--- config.mk ---
export PLATFORM = sky130hd
export DESIGN_NAME = gpu_mem_cpuvram
export DESIGN_NICKNAME = d
export VERILOG_FILES = /design/src/rtl/gpu_mem_cpuvram.sv
export SDC_FILE = /design/constraint.sdc
export NUM_CORES = 1
export LEC_CHECK = 0
export BUFFER_PORTS_ARGS = -buffer_cell sky130_fd_sc_hd__buf_2
export CAP_MARGIN = 5
export CORE_ASPECT_RATIO = 1.75
export CORE_MARGIN = 3
export CORE_UTILIZATION = 59
export DETAILED_ROUTE_END_ITERATION = 10
export GPL_ROUTABILITY_DRIVEN = 0
export PLACE_DENSITY = 0.86
export RECOVER_POWER = 25
export SYNTH_ARGS = -nofsm -noshare
export SYNTH_HDL_FRONTEND = slang
export SYNTH_SLANG_ARGS = --single-unit
--- constraint.sdc ---
create_clock -name clk_i -period 5.62 [get_ports clk_i]
set_input_delay 0.843 -clock clk_i [delete_from_list [all_inputs] [get_ports clk_i]]
set_output_delay 0.843 -clock clk_i [all_outputs]
set_load 0.1 [all_outputs]
--- src/rtl/gpu_mem_cpuvram.sv ---
// rtl/gpu_mem_cpuvram.sv - CPU->VRAM rectangle upload: packs pixel pairs into masked 32-byte VRAM line writes.
// Optional GPU_CPUVRAM_SETMASK_EN: force bit15 of every stored pixel when set_mask_i is high.
module gpu_mem_cpuvram #(
  parameter int PIXEL_BURST = 16
) (
  input  logic         clk_i,
  input  logic         rst_i,
  input  logic         req_valid_i,
  input  logic [15:0]  req_x_i,
  input  logic [15:0]  req_y_i,
  input  logic [15:0]  req_sizex_i,
  input  logic [15:0]  req_sizey_i,
  output logic         req_accept_o,
  input  logic         data_valid_i,
  input  logic [31:0]  data_pair_i,
  output logic         data_accept_o,
  input  logic         set_mask_i,
  output logic         busy_o,
  output logic         done_o,
  output logic         gpu_command_o,
  input  logic         gpu_busy_i,
  output logic [1:0]   gpu_size_o,
  output logic         gpu_write_o,
  output logic [14:0]  gpu_addr_o,
  output logic [2:0]   gpu_sub_addr_o,
  output logic [15:0]  gpu_write_mask_o,
  output logic [255:0] gpu_data_out_o
);

  typedef enum logic [1:0] {S_IDLE, S_FILL, S_WRITE, S_DONE} state_t;
  state_t state_q, state_d;

  logic [15:0]  start_x_q, cur_x_q, cur_y_q, end_x_q, end_y_q;
  logic [PIXEL_BURST*16-1:0] line_q;
  logic [PIXEL_BURST-1:0]    mask_q;
  logic [14:0]  addr_q;
  logic         rect_done_q;
  logic         hold_valid_q, hold_lane_q;
  logic [31:0]  hold_q;

  logic         consume, row_end, last_pix, flush, pair_take;
  logic [15:0]  cur_x_inc, cur_y_inc, pix_raw, pix_store;

  assign cur_x_inc = cur_x_q + 16'd1;
  assign cur_y_inc = cur_y_q + 16'd1;
  assign row_end   = (cur_x_inc == end_x_q);
  assign last_pix  = row_end && (cur_y_inc >= end_y_q);
  assign consume   = (state_q == S_FILL) && (hold_valid_q || data_valid_i);
  // x[3:0]==15 also covers the 1023->0 wrap of the 10-bit VRAM column
  assign flush     = consume && ((cur_x_q[3:0] == 4'hF) || row_end);
  assign pair_take = data_valid_i && data_accept_o;
  assign pix_raw   = hold_valid_q ? (hold_lane_q ? hold_q[31:16] : hold_q[15:0])
                                  : data_pair_i[15:0];

`ifdef GPU_CPUVRAM_SETMASK_EN
  assign pix_store = {pix_raw[15] | set_mask_i, pix_raw[14:0]};
`else
  logic unused_set_mask;
  assign unused_set_mask = set_mask_i;
  assign pix_store = pix_raw;
`endif

  always_ff @(posedge clk_i) begin
    if (rst_i) state_q <= S_IDLE;
    else       state_q <= state_d;
  end

  always_comb begin
    state_d = state_q;
    case (state_q)
      S_IDLE:  if (req_valid_i)
                 state_d = (req_sizex_i == 16'd0 || req_sizey_i == 16'd0) ? S_DONE : S_FILL;
      S_FILL:  if (flush) state_d = S_WRITE;
      S_WRITE: if (!gpu_busy_i) state_d = rect_done_q ? S_DONE : S_FILL;
      S_DONE:  state_d = S_IDLE;
      default: state_d = S_IDLE;
    endcase
  end

  always_comb begin
    req_accept_o  = 1'b0;
    data_accept_o = 1'b0;
    busy_o        = 1'b1;
    done_o        = 1'b0;
    gpu_command_o = 1'b0;
    case (state_q)
      S_IDLE:  begin req_accept_o = 1'b1; busy_o = 1'b0; end
      // a fresh pair is only taken if the rectangle still needs pixels after the held one
      S_FILL:  data_accept_o = !hold_valid_q || (hold_lane_q && !last_pix);
      S_WRITE: gpu_command_o = 1'b1;
      S_DONE:  done_o = 1'b1;
      default: busy_o = 1'b1;
    endcase
  end

  always_ff @(posedge clk_i) begin
    if (rst_i) begin
      start_x_q    <= '0;
      cur_x_q      <= '0;
      cur_y_q      <= '0;
      end_x_q      <= '0;
      end_y_q      <= '0;
      line_q       <= '0;
      mask_q       <= '0;
      addr_q       <= '0;
      rect_done_q  <= 1'b0;
      hold_valid_q <= 1'b0;
      hold_lane_q  <= 1'b0;
      hold_q       <= '0;
    end else begin
      if (state_q == S_IDLE && req_valid_i) begin
        start_x_q   <= req_x_i;
        cur_x_q     <= req_x_i;
        cur_y_q     <= req_y_i;
        end_x_q     <= req_x_i + req_sizex_i;
        end_y_q     <= req_y_i + req_sizey_i;
        rect_done_q <= 1'b0;
      end
      if (consume) begin
        line_q[{cur_x_q[3:0], 4'd0} +: 16] <= pix_store;
        mask_q[cur_x_q[3:0]] <= 1'b1;
        addr_q      <= {cur_y_q[8:0], cur_x_q[9:4]};
        rect_done_q <= last_pix;
        if (row_end) begin
          cur_x_q <= start_x_q;
          cur_y_q <= cur_y_inc;
        end else begin
          cur_x_q <= cur_x_inc;
        end
        if (hold_valid_q) begin
          if (!hold_lane_q) begin
            if (last_pix) hold_valid_q <= 1'b0;
            else          hold_lane_q  <= 1'b1;
          end else if (pair_take) begin
            hold_q      <= data_pair_i;
            hold_lane_q <= 1'b0;
          end else begin
            hold_valid_q <= 1'b0;
          end
        end else if (!last_pix) begin
          hold_valid_q <= 1'b1;
          hold_q       <= data_pair_i;
          hold_lane_q  <= 1'b1;
        end
      end
      if (state_q == S_WRITE && !gpu_busy_i) mask_q <= '0;
    end
  end

  assign gpu_size_o       = 2'd1;
  assign gpu_write_o      = 1'b1;
  assign gpu_sub_addr_o   = 3'd0;
  assign gpu_addr_o       = addr_q;
  assign gpu_write_mask_o = mask_q;
  assign gpu_data_out_o   = line_q;

endmodule

-- Yosys cells after proc, flatten, opt, wreduce, memory -nomap -nowiden
Cells that the tools add are included.
W data, S select, Z words.
- bits of input ports: 102
- register bits after elaboration: 404
- word-level logic and storage cells: 94
- output and inout port bits: 298
- multiplexer cells: 36
- equality and inequality tests: 11
- reductions and logical operators: 23
- bitwise gates (word level): 1
- add/subtract/negate cells: 5
- $lt $le $gt $ge: 3
- shifts and indexed selects: 2
- operator list (cell ; count):
    $bwmux W256 ; 1
    $shift A16 B10 Y256 const A ; 1
    $shiftx A16 B10 Y256 ; 1
    $mux W16 ; 8
    $mux W32 ; 4
    $add A16 B1 Y16 const B ; 2
    $add A16 B16 Y16 ; 2
    $logic_not A16 Y1 ; 2
    $eq A16 B16 Y1 ; 1
    $ge A16 B16 Y1 ; 1
    $mux W1 ; 16
    $or A16 B16 Y16 ; 1
    $mux W2 ; 5
    $neg A8 Y10 ; 1
    $logic_and A1 B1 Y1 ; 8
    $ne A2 B2 Y1 const B ; 4
    $pmux W2 S4 ; 1
    $lt A4 B5 Y1 const B ; 1
    $demux W1 S4 ; 1
    $eq A2 B2 Y1 const B ; 2
    $eq A4 B4 Y1 const B ; 1
    $ge A4 B1 Y1 const B ; 1
    $logic_or A1 B1 Y1 ; 4
    $ne A2 B1 Y1 const B ; 2
    other kinds (8) ; 10

-- Longest topological paths before layout
- word-level depth: 11
- depth in mapped cells: 16
- depth with buffers taken out: 14

-- Least setup slack after synthesis
No wires, ideal clock.
- path type: register -> output
- start: register cur_y_q[2]
- end: output data_accept_o
- arrival: 3.886 ns
- data required time: 4.777 ns
- buffers on the path: 0
- stages on the path, launching flop included: 13
- slack: 0.891 ns
- cell sequence: dfxtp_1 and3_1 and3_1 nand3_1 nor3_1 and3_1 xor2_1 ha_1 a211oi_1 o21ai_0 o2111ai_2 nand2_1 a21oi_1
- word-level cells in the longest chain between the ends: 7
- RTL lines (what ; RTL line ; source):
    from (decl) ; 33 ; logic [15:0] start_x_q, cur_x_q, cur_y_q, end_x_q, end_y_q;
    from (signal assigned) ; 114 ; cur_y_q <= req_y_i;
    from (signal assigned) ; 126 ; cur_y_q <= cur_y_inc;
    $add A16 B1 Y16 ; 45 ; assign cur_y_inc = cur_y_q + 16'd1;
    $ge A16 B16 Y1 ; 47 ; assign last_pix = row_end && (cur_y_inc >= end_y_q);
    $logic_and A1 B1 Y1 ; 47 ;
    $logic_not A1 Y1 ; -- ;
    $logic_and A1 B1 Y1 ; 89 ; S_FILL: data_accept_o = !hold_valid_q || (hold_lane_q && !last_pix);
    $logic_or A1 B1 Y1 ; 89 ;
    $mux W1 ; 86 ; case (state_q)
    to (decl) ; 16 ; output logic data_accept_o,
No other way between the ends.

-- Worst setup path after layout
Ends and elaborated chain as after synthesis.

==> out/summary.txt <==
Status: finished with violations
Violated checks: max-capacitance violations, max-slew violations
Met2 Track Usage GR: 57.1%
Syn Inst Count: 2058
Worst Path Required: 4.78 ns
Via Count: 16.4k
Ys flop type: dfxtp_1
Initial core utilization: 59.9%
Met1 Track Usage GR: 34.2%
ANT nets after route: 0
Worst Setup Start Kind: flop
Final Hold Fails: 0
First-pass GRT wire length: 87400 um
Sequential cell area fraction in the yosys report: 43.8%
Post-Route WL: 56800 um
Gr busiest metal: met2
Max clock buf depth: 3
Global route overflow: 0
Number of remaining DRC errors: 0
I/O Pins: 400
Number of buffers created by CTS: 36
Min-delay src: start_x_q[2]
GR Util All Layers: 32.2%
WL per Instance: 20.2 um
Die Ht: 240 um
Met3 Use GR: 6.85%
Detail Placement HPWL: 40200 um
Clock Latency Late Sink: 0.53 ns
Largest net degree at the start of global routing: 157
Fin util: 70.3%
CP startpoint: cur_y_q[2]
Area Overhead vs Synth: 17.4%
Multi-input logic area: 0.00973 sq mm
Final nets: 2550
Vias in the first global route: 16.6k
H-tree levels: 2
Max Cap Viol: 4
DR vias/cell: 5.84
DRT Pass-1 Iters: 8
Pins over their slew limit: 215
Clock Pin Slew Worst Setup and Hold Paths: 0.06 ns
Initial antenna violation count: 2
Hold-fix buffers, CTS: 0
Area contributors post-synth: dfxtp_1 44%, mux2i_1 17%, nor2_1 7.1%
Die W: 140 um
DR iter-0 viols: 1015
Layout cell share with drive strength beyond 1: 16.3%
Syn Area/Cell: 8.98 sq um
Crit Path Class: reg2out
Min-Delay Path Class: reg2reg
PD cells: 342 mW/mm^2
Min Tclk post-route: 5.04 ns
Port bufs: 392
LEAKAGE: 9.15 nW
Core Rows: 85
TritonCTS Sinks: 404
Placed insts: 2746
Design Power: 7.43 mW
CTS tree: built
Post-synth EDFFs: 0
Relative slew slack: -132%
# resized after CTS: 0
Fin crit share: 89.6%
Flops & latches, synth: 404
Synth warn: 0
Unrepaired setup endpoints after global routing: false
Worst r2r src: hold_valid_q
Final setup viols: 0
Max Clk Rate: 199 MHz
Area of the core: 0.0308 sq mm
Post-CTS setup buffer count: 0
Cell taking the most area after synthesis: dfxtp_1
Die ar.: 0.0336 sq mm
Worst Max-Slew Pin Slew: 3.48 ns
Netlist cell types: 68
CTS root buf: clkbuf_16
Commonest non-fill, non-tap cell in the layout: dfxtp_1
Most frequent cells in the layout: 404 x dfxtp_1, 340 x nor2_1, 316 x mux2i_1
Critical path endpoint category: primary output
Layout Cells excl Fill: 2808
Setup TNS: 0 ns
Critical path cell sequence: and3_1 > and3_1 > nand3_1 > nor3_1 > xnor2_1 > ha_1 > a21oi_1 > o21ai_0 > a211oi_1 > o21ai_0 > o2111ai_2 > nand2_1 > a21oi_1 > buf_2
Max FO, Critical Path: 6
Reg area: 0.00809 sq mm
Synthesized area: 0.0185 sq mm
CP peak stage delay: 0.48 ns
FFs w/ async S/R, synth: 0%
Fin Clk Skew: 0.0194 ns
Yosys top cell area share: 43.8%
Max IR drop VDD: 0.312 mV
Worst EP arrival: 4.19 ns
FILL cells: 2335
Worst path slowest cell: buf_2
sequential cells by signal, indices dropped and copies added (netlist names):
register,flops
gpu_data_out_o,256
hold_q,32
cur_x_q,16
cur_y_q,16
end_x_q,16
end_y_q,16
gpu_write_mask_o,16
start_x_q,16
gpu_addr_o,15
state_q,2
hold_lane_q,1
hold_valid_q,1
rect_done_q,1
critical path: cells and delay by family, from the launching register on:
kind	cells	cell delay, ns
buffers and inverters	1	0.48
xor gates and xnor gates	1	0.18
DFF	1	0.42
and+or+nand+nor	5	1.13
AOI/OAI and AO/OA	6	1.18
adders and majority gates	1	0.28
metal layers:
layer	vias up	share of wire (%)
met1	7772	35
met3	230	6.9
met5	-	0.037
met2	735	50
met4	4	7.6
li1	7657	-
cell families (layout without fill, tap and decap cells):
family / Yosys count / count (layout) / synth area share (%)
AOI/OAI and AO/OA: 263 / 263 / 8.88
xor gates and xnor gates: 66 / 66 / 3.13
adders and majority gates: 55 / 55 / 3.81
buffers and inverters: 165 / 519 / 3.91
DFF: 404 / 404 / 43.8
muxes: 317 / 317 / 17.2
other: 2 / 7 / 0.0407
and+or+nand+nor: 786 / 786 / 19.3
final cells by class:
class / instances / area share, %
diodes: 1 / 0.0115
clock buffers: 47 / 4.71
clock inverters: 14 / 0.773
inverters: 30 / 0.519
multi-input cells: 1493 / 44.8
flip-flops and latches: 404 / 37.3
well taps: 391 / 2.26
repair buffers: 428 / 9.60
path summary, 6_finish.rpt:
check                           cells past startpoint            endpoint  slack [ns]
worst min register to register                      2        start_x_q[2]        0.45
worst max register to register                      8  gpu_data_out_o[11]        1.09
worst max-delay path                               14       data_accept_o        0.58
worst min-delay path                                2        start_x_q[2]        0.45
Yosys cell counts (all sizes together), types with 19 or more instances:
library cell / number
xor2: 24
a31oi: 23
mux2i: 316
xnor2: 42
nand3: 25
inv: 30
dfxtp: 404
buf: 50
nor2b: 25
clkbuf: 85
nand2: 199
nor2: 350
ha: 53
and3: 37
nor3: 19
a21oi: 133
nand2b: 76
a21o: 22
metrics by stage:
| step | area [sq um] | hold WS, ns | setup slack (ns) |
|---|---|---|---|
| after floorplan | 18500 | 0.432 | 0.891 |
| after global placement | 20700 | 0.440 | 1.25 |
| after detailed placement | 20700 | 0.448 | 1.22 |
| after CTS | 21900 | 0.456 | 0.653 |
| after global routing | 21700 | 0.471 | 0.326 |
| final | 21700 | 0.455 | 0.585 |
power breakdown:
group          internal, mW  switching [mW]  total (mW)
combinational         0.547            1.23        1.77
clock                  1.43            1.09        2.52
sequential             2.99           0.141        3.13
Note: power is estimated with default switching activity, not from simulation.
